File: src/rtl/bullet_manager.sv
// Bullet pool for one tank: spawns on fire edges, moves once per frame, bounces off the
// screen bounds, retires on lifetime expiry or opponent hit.
module bullet_manager #(
  parameter int MAX_BULLETS = 4,
  parameter int LIFETIME    = 255,
  parameter int COOLDOWN    = 15,
  parameter int SPEED       = 8,
  parameter int X_MIN       = 0,
  parameter int X_MAX       = 639,
  parameter int Y_MIN       = 0,
  parameter int Y_MAX       = 479
) (
  input  logic                      frame_clk,
  input  logic                      Reset,
  input  logic [1:0]                game_end,
  input  logic                      ShootBullet,
  input  logic [9:0]                TankX,
  input  logic [9:0]                TankY,
  input  logic [7:0]                sin,
  input  logic [7:0]                cos,
  input  logic [9:0]                OppX,
  input  logic [9:0]                OppY,
  input  logic [9:0]                OppS,
  output logic [10*MAX_BULLETS-1:0] BulletX,
  output logic [10*MAX_BULLETS-1:0] BulletY,
  output logic [MAX_BULLETS-1:0]    BulletActive,
  output logic                      OppHit,
  output logic                      Fired
);

  localparam logic [12:0] X_LO      = 13'(X_MIN * 8);
  localparam logic [12:0] X_HI      = 13'(X_MAX * 8);
  localparam logic [12:0] Y_LO      = 13'(Y_MIN * 8);
  localparam logic [12:0] Y_HI      = 13'(Y_MAX * 8);
  localparam logic [7:0]  LIFE_INIT = 8'(LIFETIME);
  localparam logic [7:0]  COOL_INIT = 8'(COOLDOWN);

  logic [12:0]        x_q    [MAX_BULLETS];
  logic [12:0]        x_n    [MAX_BULLETS];
  logic [12:0]        y_q    [MAX_BULLETS];
  logic [12:0]        y_n    [MAX_BULLETS];
  logic signed [8:0]  vx_q   [MAX_BULLETS];
  logic signed [8:0]  vx_n   [MAX_BULLETS];
  logic signed [8:0]  vy_q   [MAX_BULLETS];
  logic signed [8:0]  vy_n   [MAX_BULLETS];
  logic [7:0]         life_q [MAX_BULLETS];
  logic [7:0]         life_n [MAX_BULLETS];
  logic [MAX_BULLETS-1:0] active_q;
  logic [MAX_BULLETS-1:0] active_n;
  logic [7:0]         cool_q;
  logic [7:0]         cool_n;
  logic               shoot_prev;
  logic               accept;
  logic               taken;
  logic               hit_n;
  logic [21:0]        x_step;
  logic [21:0]        y_step;

  // Sign-magnitude heading component to signed eighth-pixel velocity.
  function automatic logic signed [8:0] heading_vel(input logic [7:0] sm, input logic invert);
    logic signed [8:0] mag;
    mag = $signed({1'b0, 8'((16'(sm[6:0]) * 16'(SPEED)) >> 5)});
    return (sm[7] ^ invert) ? -mag : mag;
  endfunction

  // One axis step: returns {position, velocity}, clamping to the bound and reflecting.
  function automatic logic [21:0] bounce(input logic [12:0] pos, input logic signed [8:0] vel,
                                         input logic [12:0] lo, input logic [12:0] hi);
    logic signed [13:0] nxt;
    nxt = $signed({1'b0, pos}) + $signed({{5{vel[8]}}, vel});
    if (nxt < $signed({1'b0, lo}))
      return {lo, -vel};
    else if (nxt > $signed({1'b0, hi}))
      return {hi, -vel};
    return {nxt[12:0], vel};
  endfunction

  function automatic logic near(input logic [9:0] p, input logic [9:0] c, input logic [9:0] s);
    logic signed [10:0] d;
    d = $signed({1'b0, p}) - $signed({1'b0, c});
    return (d[10] ? $unsigned(-d) : $unsigned(d)) <= {1'b0, s};
  endfunction

  always_comb begin
    x_n      = x_q;
    y_n      = y_q;
    vx_n     = vx_q;
    vy_n     = vy_q;
    life_n   = life_q;
    active_n = active_q;
    hit_n    = 1'b0;
    taken    = 1'b0;
    x_step   = '0;
    y_step   = '0;
    // Occupancy is judged on registered state, so a slot freed this edge is not reused.
    accept = ShootBullet && !shoot_prev && (cool_q == 8'd0) && (game_end == 2'd0) && !(&active_q);

    for (int i = 0; i < MAX_BULLETS; i++) begin
      if (game_end != 2'd0) begin
        active_n[i] = 1'b0;
      end else if (active_q[i]) begin
        if (near(x_q[i][12:3], OppX, OppS) && near(y_q[i][12:3], OppY, OppS)) begin
          active_n[i] = 1'b0;
          hit_n       = 1'b1;
        end else if (life_q[i] == 8'd1) begin
          active_n[i] = 1'b0;
        end else begin
          life_n[i] = life_q[i] - 8'd1;
          x_step    = bounce(x_q[i], vx_q[i], X_LO, X_HI);
          y_step    = bounce(y_q[i], vy_q[i], Y_LO, Y_HI);
          x_n[i]    = x_step[21:9];
          vx_n[i]   = $signed(x_step[8:0]);
          y_n[i]    = y_step[21:9];
          vy_n[i]   = $signed(y_step[8:0]);
        end
      end else if (accept && !taken) begin
        taken       = 1'b1;
        active_n[i] = 1'b1;
        x_n[i]      = {TankX, 3'b000};
        y_n[i]      = {TankY, 3'b000};
        vx_n[i]     = heading_vel(cos, 1'b0);
        vy_n[i]     = heading_vel(sin, 1'b1);
        life_n[i]   = LIFE_INIT;
      end
    end

    if (game_end != 2'd0)
      cool_n = 8'd0;
    else if (accept)
      cool_n = COOL_INIT;
    else if (cool_q != 8'd0)
      cool_n = cool_q - 8'd1;
    else
      cool_n = cool_q;
  end

  always_ff @(posedge frame_clk or posedge Reset) begin
    if (Reset) begin
      for (int i = 0; i < MAX_BULLETS; i++) begin
        x_q[i]    <= '0;
        y_q[i]    <= '0;
        vx_q[i]   <= '0;
        vy_q[i]   <= '0;
        life_q[i] <= '0;
      end
      active_q   <= '0;
      cool_q     <= '0;
      shoot_prev <= 1'b0;
      OppHit     <= 1'b0;
      Fired      <= 1'b0;
    end else begin
      x_q        <= x_n;
      y_q        <= y_n;
      vx_q       <= vx_n;
      vy_q       <= vy_n;
      life_q     <= life_n;
      active_q   <= active_n;
      cool_q     <= cool_n;
      shoot_prev <= ShootBullet;
      OppHit     <= hit_n;
      Fired      <= accept;
    end
  end

  assign BulletActive = active_q;

  for (genvar g = 0; g < MAX_BULLETS; g++) begin : g_out
    assign BulletX[10*g +: 10] = x_q[g][12:3];
    assign BulletY[10*g +: 10] = y_q[g][12:3];
  end

endmodule

File: config.mk
export PLATFORM = sky130hd
export DESIGN_NAME = bullet_manager
export DESIGN_NICKNAME = d
export VERILOG_FILES = /design/src/rtl/bullet_manager.sv
export SDC_FILE = /design/constraint.sdc
export NUM_CORES = 1
export LEC_CHECK = 0
export CAP_MARGIN = 20
export CORE_MARGIN = 2
export CORE_UTILIZATION = 61
export CTS_CLUSTER_DIAMETER = 120
export DETAILED_ROUTE_END_ITERATION = 8
export PLACE_DENSITY = 0.82
export RECOVER_POWER = 100
export SKIP_CTS_REPAIR_TIMING = 1
export SLEW_MARGIN = 40
export SYNTH_ARGS = -nofsm -noshare
export SYNTH_HDL_FRONTEND = slang
export SYNTH_SLANG_ARGS = --single-unit
File: constraint.sdc
create_clock -name frame_clk -period 9.7 [get_ports frame_clk]
set_input_delay 1.455 -clock frame_clk [delete_from_list [all_inputs] [get_ports frame_clk]]
set_output_delay 1.455 -clock frame_clk [all_outputs]
set_load 0.01 [all_outputs]
==> run summary, run 1 <==
Outcome: complete, but fails checks
Violated checks: capacitance limit, slew limit
Placed insts: 3,668
Register area share after synthesis: 22.1%
GRT Total Usage: 36.3%
Row count: 74
Htree depth: 1
Netlist cell types: 97
Max incr delay on CP: 1.11 ns
FFs w/ async S/R, synth: 100%
Final setup viols: 0
CTS tree: yes
Sw Pwr: 0.00284 W
Clock sink count: 223
Fraction of power consumed by the clock network: 18.4%
RePlAce Congestion: 1.00
Die area: 42,900 µm²
Syn_nets: 3,529
Vias/cell: 6.80
Final Cell Area: 27,400 µm²
CP max-delay cell: clkbuf_1
Crit path kind: primary input to flop
Slew at the pin closest to its max-slew limit: 4.30 ns
First-pass GRT wire length: 127,000 µm
CP Capture Type: flop
Synth area leader: dfrtp_1
DRC viols: 0
Wirelength per Cell: 21.9 µm
Cell Area, Synth: 25,200 µm²
Boundary Pins: 157
Endpoints failing hold: 0
I/O Buffers: 152
Flop pwr share: 21.9%
FF-to-FF setup slack: 2.62 ns
Vias post-DR: 25,300
CP startpoint: OppX[0]
Min Tclk post-route: 8.26 ns
Min-Delay Path Class: flop to flop
Worst path cell trace: dlygate4sd3_1 > ha_1 > inv_1 > fa_1 > a21o_1 > o2bb2ai_1 > o41ai_1 > nor2b_1 > o21ai_0 > nand2b_1 > nor2_1 > xnor2_1 > ha_1 > a21o_1 > a21oi_1 > o21ai_0 > or3_1 > a221oi_1 > o41ai_1 > o21ai_0 > clkbuf_1 > nor3_1 > a311oi_1
Final Non-Filler Cells: 3,717
Hold Path Origin: x_q[39]
Synth warn: 0
Core ar.: 40,800 µm²
Max Cap Viol: 6
Overflow after GRT: 0
Top cells by count, synth: ha_1 (293), nor2_1 (287), dfrtp_1 (223), nand2_1 (222), a21oi_1 (218)
RSZ-0062 raised after global routing: no
Pins Over Slew Limit: 343
Clock latency on the worst-skew pair: 0.57 ns
NumNets Final: 3,544
Worst Path Arrival: 8.71 ns
Syn_area_per_cell: 8.00 µm²
Static leakage: 12.4 nW
Pint: 0.00331 W
Largest net degree at the start of global routing: 93
Syn Inst Count: 3,149
Comb pwr share: 59.7%
Post-synth EDFFs: 0
Die span in y: 207 µm
CP startpoint kind: primary input
Root Buffer: clkbuf_16
Antenna violations before repair: 4
Synth top area share: 22.1%
Cell area power density: 224 nW/µm²
Post-synth top flop: dfrtp_1
Chip Width: 207 µm
Switching share of power: 46.2%
Critical Path Fanout Max: 27
Number of global-route vias before repair: 23,900
Share of cells above drive strength 1: 4.43%
Period utilisation layout: 85.1%
RR Startpoint: BulletY[20]
Setup TNS: 0 ns
Area after DPL: 26,600 µm²
CTS Buf Count: 26
CTS clk-pin slew, worst paths: 0.06 ns
Initial DRT Pass Iterations: 6
Most common cell in the netlist: ha_1
Skew final: 0.0202 ns
Post-DP HPWL: 61,500 µm
Synth Register Bits: 223
1st-iter DRT viols: 2,676
Largest cells by area after synthesis: dfrtp_1 (22%), ha_1 (15%), a21oi_1 (4.3%)
Initial Utilization: 61.7%
Area Growth Syn to Fin: 8.92%
Largest buffer count on any clock path: 3
Max Clk Rate: 121 MHz
Antenna viol nets, final: 0
Critical Path RT: 10.15 ns
DRT Wirelength: 81,200 µm
Crit path top cell by count: o21ai_0
Peak VDD IR: 0.166 mV
Worst relative slew slack: -188%
path summary, 6_finish.rpt:
path                                     to  depth (start not counted)
max in group asynchronous       BulletY[19]                          3
worst max-delay path                vy_q[2]                         23
min in group asynchronous             Fired                          2
worst min-delay path                x_q[39]                          2
worst max register to register  BulletY[20]                         21
worst min register to register      x_q[39]                          2
metal layers:
metal  wire length, µm  up-vias  GRT usage (%)  part of all wire, %
met2             36100     1203           58.8                   44
met3              6720      278           4.49                  8.3
met4              5490        2           21.6                  6.8
met5                13        -              0                0.016
li1                  -    11700              -                    -
met1             32900    12100           46.6                   40
flip-flops by register name (all words and copies together), names as in the netlist:
signal        flops
BulletX          40
BulletY          40
vx_q             36
vy_q             36
life_q           32
x_q              12
y_q              12
cool_q            8
BulletActive      4
Fired             1
OppHit            1
shoot_prev        1
cells by family after synthesis:
logic type               share of synthesized area (%)
flip-flops                                        22.1
XOR/XNOR                                          6.88
adder cells (fa/ha/maj)                           15.8
buffers and inverters                             6.76
AND/OR/NAND/NOR                                   20.7
AO/OA/AOI/OAI                                     26.3
multiplexers                                      1.38
power groups by stage:
stage / logic, W / registers, W / clock network [W]
floorplan: 0.00284 / 0.00124 / 0
CTS: 0.00362 / 0.00134 / 0.00114
detailed placement: 0.00358 / 0.00135 / 0
global placement: 0.00339 / 0.00134 / 0
finish: 0.00367 / 0.00134 / 0.00113
global route: 0.00406 / 0.00136 / 0.00118
stage by stage:
stage	total power, W	util, %	hold WS, ns	setup slack (ns)
after floorplan	0.00408	-	0.445	2.14
after global placement	0.00473	64.9	0.457	1.89
after detailed placement	0.00493	65.1	0.470	1.76
after CTS	0.00609	67.4	0.484	2.24
after global routing	0.00659	67.2	0.515	1.05
final	0.00615	67.2	0.481	1.44
cell type report:
cell class                      count  area [µm²]
Sequential cell                   223        5580
Clock buffer                       32         724
Fill cell                        3357       13400
Multi-Input combinational cell   2566       17900
Antenna cell                        1        2.50
Inverter                          173         656
Tap cell                          532         666
Clock inverter                     16         246
Timing Repair Buffer              174        1650
cells in the final DEF, fill, tap and decap left out, drive strengths merged, types with 45 or more instances in the layout:
| cell | synthesis | final |
|---|---|---|
| o21ai | 199 | 199 |
| clkdlybuf4s50 | 0 | 64 |
| a31oi | 73 | 73 |
| nor3 | 87 | 87 |
| a21oi | 219 | 219 |
| dlygate4sd3 | 0 | 88 |
| nor2b | 45 | 45 |
| or3 | 54 | 54 |
| ha | 293 | 293 |
| a211oi | 54 | 54 |
| nand3 | 83 | 83 |
| inv | 172 | 172 |
| dfrtp | 223 | 223 |
| nand2 | 223 | 223 |
| a21o | 58 | 58 |
| xor2 | 83 | 83 |
| xnor2 | 115 | 115 |
| nor2 | 288 | 288 |
critical path, delay by kind of cell:
| family | cells | cell delay (ns) |
|---|---|---|
| xor+xnor | 1 | 0.15 |
| buf+inv | 3 | 1.95 |
| fa+ha+maj | 3 | 0.91 |
| compound gates | 11 | 3.12 |
| simple gates | 5 | 1.11 |
Power figures use the tool's default switching activity.
==> run 2, diff against run 1 <==
--- a/config.mk
+++ b/config.mk
@@ -13,7 +13,7 @@
 export PLACE_DENSITY = 0.82
 export RECOVER_POWER = 100
 export SKIP_CTS_REPAIR_TIMING = 1
-export SLEW_MARGIN = 40
+export SLEW_MARGIN = 25
 export SYNTH_ARGS = -nofsm -noshare
 export SYNTH_HDL_FRONTEND = slang
 export SYNTH_SLANG_ARGS = --single-unit
==> run 2 against run 1 <==
The flow still finishes with violations (capacitance limit, slew limit). Sequential share of layout area rose by 0.069 points. Via count fell by 1.3%. Utilization fell by 0.23 points. Die area did not move. Global-route usage fell by 0.11 points. Clock-buffer cell count rose by 1. Maximum frequency rose by 1.0%. Wire length fell by 0.95%. Clock power fell by 7%.
==> run summary, run 2 (synthesis gave the netlist of run 1 again) <==
Worst path cell trace: dlygate4sd3_1 > inv_1 > ha_1 > nand2b_1 > a211oi_1 > o21ai_0 > a211oi_1 > nor4bb_1 > nand2b_1 > xor2_1 > ha_1 > nand3_1 > nor3_1 > a21oi_1 > o21ai_0 > o311ai_0 > a31oi_1 > nor2_1 > clkbuf_2 > nand2_1 > o22ai_1
NumNets Final: 3,545 (+0.028%)
I/O Buffers: 152 (unchanged)
Max Cap Viol: 8 (+2)
CP startpoint kind: primary input
Crit path kind: primary input to flop
Vias/cell: 6.71 (-1.3%)
Slew at the pin closest to its max-slew limit: 4.26 ns (-0.0404 ns)
Area Growth Syn to Fin: 8.55%
CTS Buf Count: 27 (+3.8%)
Overflow after GRT: 0 (unchanged)
Highest-count cells in the layout ignoring fill and taps: ha_1 (293), nor2_1 (287), nand2_1 (223)
Antenna viol nets, final: 0 (unchanged)
Wirelength per Cell: 21.7 µm (-0.92%)
Antenna Diode Count: 0 (-1)
Max incr delay on CP: 1.02 ns (-0.09 ns)
Core ar.: 40,800 µm² (unchanged)
Die span in y: 207 µm (unchanged)
Htree depth: 1 (unchanged)
Boundary Pins: 157 (unchanged)
CTS tree: yes
Critical Path RT: 10.17 ns (+0.02 ns)
Cell family with most CP delay: compound AO/OA/AOI/OAI gates
Static leakage: 12.3 nW (-0.24%)
Root Buffer: clkbuf_16
RePlAce Congestion: 1.00 (unchanged)
Max Clk Rate: 122 MHz (+1.0%)
Flop pwr share: 22.2% (+0.3 points)
Worst Path Arrival: 8.64 ns (-0.07 ns)
Endpoints failing hold: 0 (unchanged)
Initial DRT Pass Iterations: 6 (unchanged)
Final setup viols: 0 (unchanged)
Util after Layout: 67.0% (-0.23 points)
Violated checks: capacitance limit, slew limit
Filler Cells Inserted: 3,390 (+0.98%)
Sw Pwr: 0.00281 W (-1.0%)
Pint: 0.00323 W (-2.5%)
CP max-delay cell: clkbuf_2
Buf+Inv Stages, Crit Path: 3 (unchanged)
Largest net degree at the start of global routing: 93 (unchanged)
Fraction of power consumed by the clock network: 17.4% (-1.0 points)
Switching share of power: 46.5% (+0.37 points)
Critical Path Fanout Max: 60 (+120%)
Peak VDD IR: 0.169 mV (+1.8%)
DRC viols: 0 (unchanged)
GRT Total Usage: 36.2% (-0.11 points)
Setup TNS: 0 ns (unchanged)
Chip Width: 207 µm (unchanged)
1st-iter DRT viols: 2,651 (-0.93%)
Die area: 42,900 µm² (unchanged)
Vias post-DR: 24,900 (-1.3%)
Worst relative slew slack: -184% (+4.3 points)
CTS clk-pin slew, worst paths: 0.06 ns (about the same)
Outcome: complete, but fails checks
DRT Wirelength: 80,500 µm (-0.95%)
RSZ-0062 raised after global routing: no
Antenna violations before repair: 2 (-2)
Most common cell after layout, fill and taps aside: ha_1
First-pass GRT wire length: 127,000 µm (-0.21%)
Comb pwr share: 60.4% (+0.7 points)
Skew final: 0.0314 ns (+0.0112 ns)
Number of global-route vias before repair: 23,900 (+0.11%)
Post-DP HPWL: 61,400 µm (about the same)
Clock latency on the worst-skew pair: 0.58 ns (about the same)
Min-Delay Path Class: flop to flop
Row count: 74 (unchanged)
Period utilisation layout: 84.3% (-0.85 points)
Largest buffer count on any clock path: 3 (unchanged)
Cell area power density: 221 nW/µm² (-1.5%)
Clock sink count: 223 (unchanged)
Min Tclk post-route: 8.18 ns (-0.0823 ns)
CP Capture Type: flop
Pins Over Slew Limit: 456 (+33%)
Share of cells above drive strength 1: 4.30% (-0.13 points)
Initial Utilization: 61.7% (unchanged)
run 2: cell types whose count changed in the layout (fill, tap and decap cells not counted), moves of 2 or more:
| cell | delta |
|---|---|
| inv_4 | -2 |
| clkinv_2 | +2 |
| bufinv_16 | -3 |
| inv_1 | +3 |
| o21ai_2 | +2 |
run 2: worst register-to-register path, cell delays in order, from the launching register on:
cell	delay [ns]
dfrtp_1	0.43
inv_1	0.19
ha_1	0.21
inv_1	0.06
fa_1	0.41
a211oi_1	0.44
o21ai_0	0.24
nand2_1	0.19
nor2_1	0.09
a211oi_1	0.76
nand2_1	0.15
xnor2_1	0.18
ha_1	0.32
a21o_1	0.17
a211o_1	0.28
a2111oi_0	0.90
o221ai_1	0.22
a41o_1	0.44
o21ai_0	0.29
buf_4	0.42
a31oi_1	0.25
a32oi_1	0.38
run 2: power groups by stage:
stage	logic, W	clock network [W]	registers (W)
finish	0.00365	0.00105	0.00134
CTS	0.00360	0.00106	0.00134
global placement	0.00339	0	0.00134
floorplan	0.00284	0	0.00124
detailed placement	0.00357	0	0.00135
global route	0.00404	0.00109	0.00136
run 2: final cells by class:
class	count	area [µm²]	share of cell area, %
Clock buffer	33	728	2.66
Multi-Input combinational cell	2566	17900	65.5
Inverter	173	651	2.38
Clock inverter	15	166	0.608
Tap cell	532	666	2.43
Timing Repair Buffer	174	1650	6.02
Sequential cell	223	5580	20.4
run 2: final timing paths:
kind,startpoint,endpoint,slack (ns),cells past startpoint
max,OppX[1],vx_q[24],1.52,21
min,x_q[39],x_q[39],0.48,2
max reg2reg,BulletY[20],BulletY[20],2.60,21
min reg2reg,x_q[39],x_q[39],0.48,2
max in group asynchronous,Reset,BulletY[19],2.22,3
min in group asynchronous,Reset,Fired,2.54,2
run 2: per-stage QoR:
step | area (µm²) | instances | power [W] | hold WS, ns | worst slack (ns)
5_1_grt | 27400 | 3716 | 0.00649 | 0.503 | 0.952
4_1_cts | 27400 | 3716 | 0.00600 | 0.483 | 2.23
2_1_floorplan | 25200 | 3149 | 0.00408 | 0.445 | 2.14
6_report | 27400 | 3716 | 0.00604 | 0.485 | 1.52
3_3_place_gp | 26500 | 3668 | 0.00473 | 0.457 | 1.89
3_5_place_dp | 26500 | 3668 | 0.00492 | 0.470 | 1.65
run 2: routing by layer:
layer	up-vias	track usage (%)	share of wire, %
li1	11700	-	-
met1	11800	46.3	41
met2	1134	57.9	44
met3	277	4.83	7.7
met4	2	22.8	7.2
met5	-	0	0.014
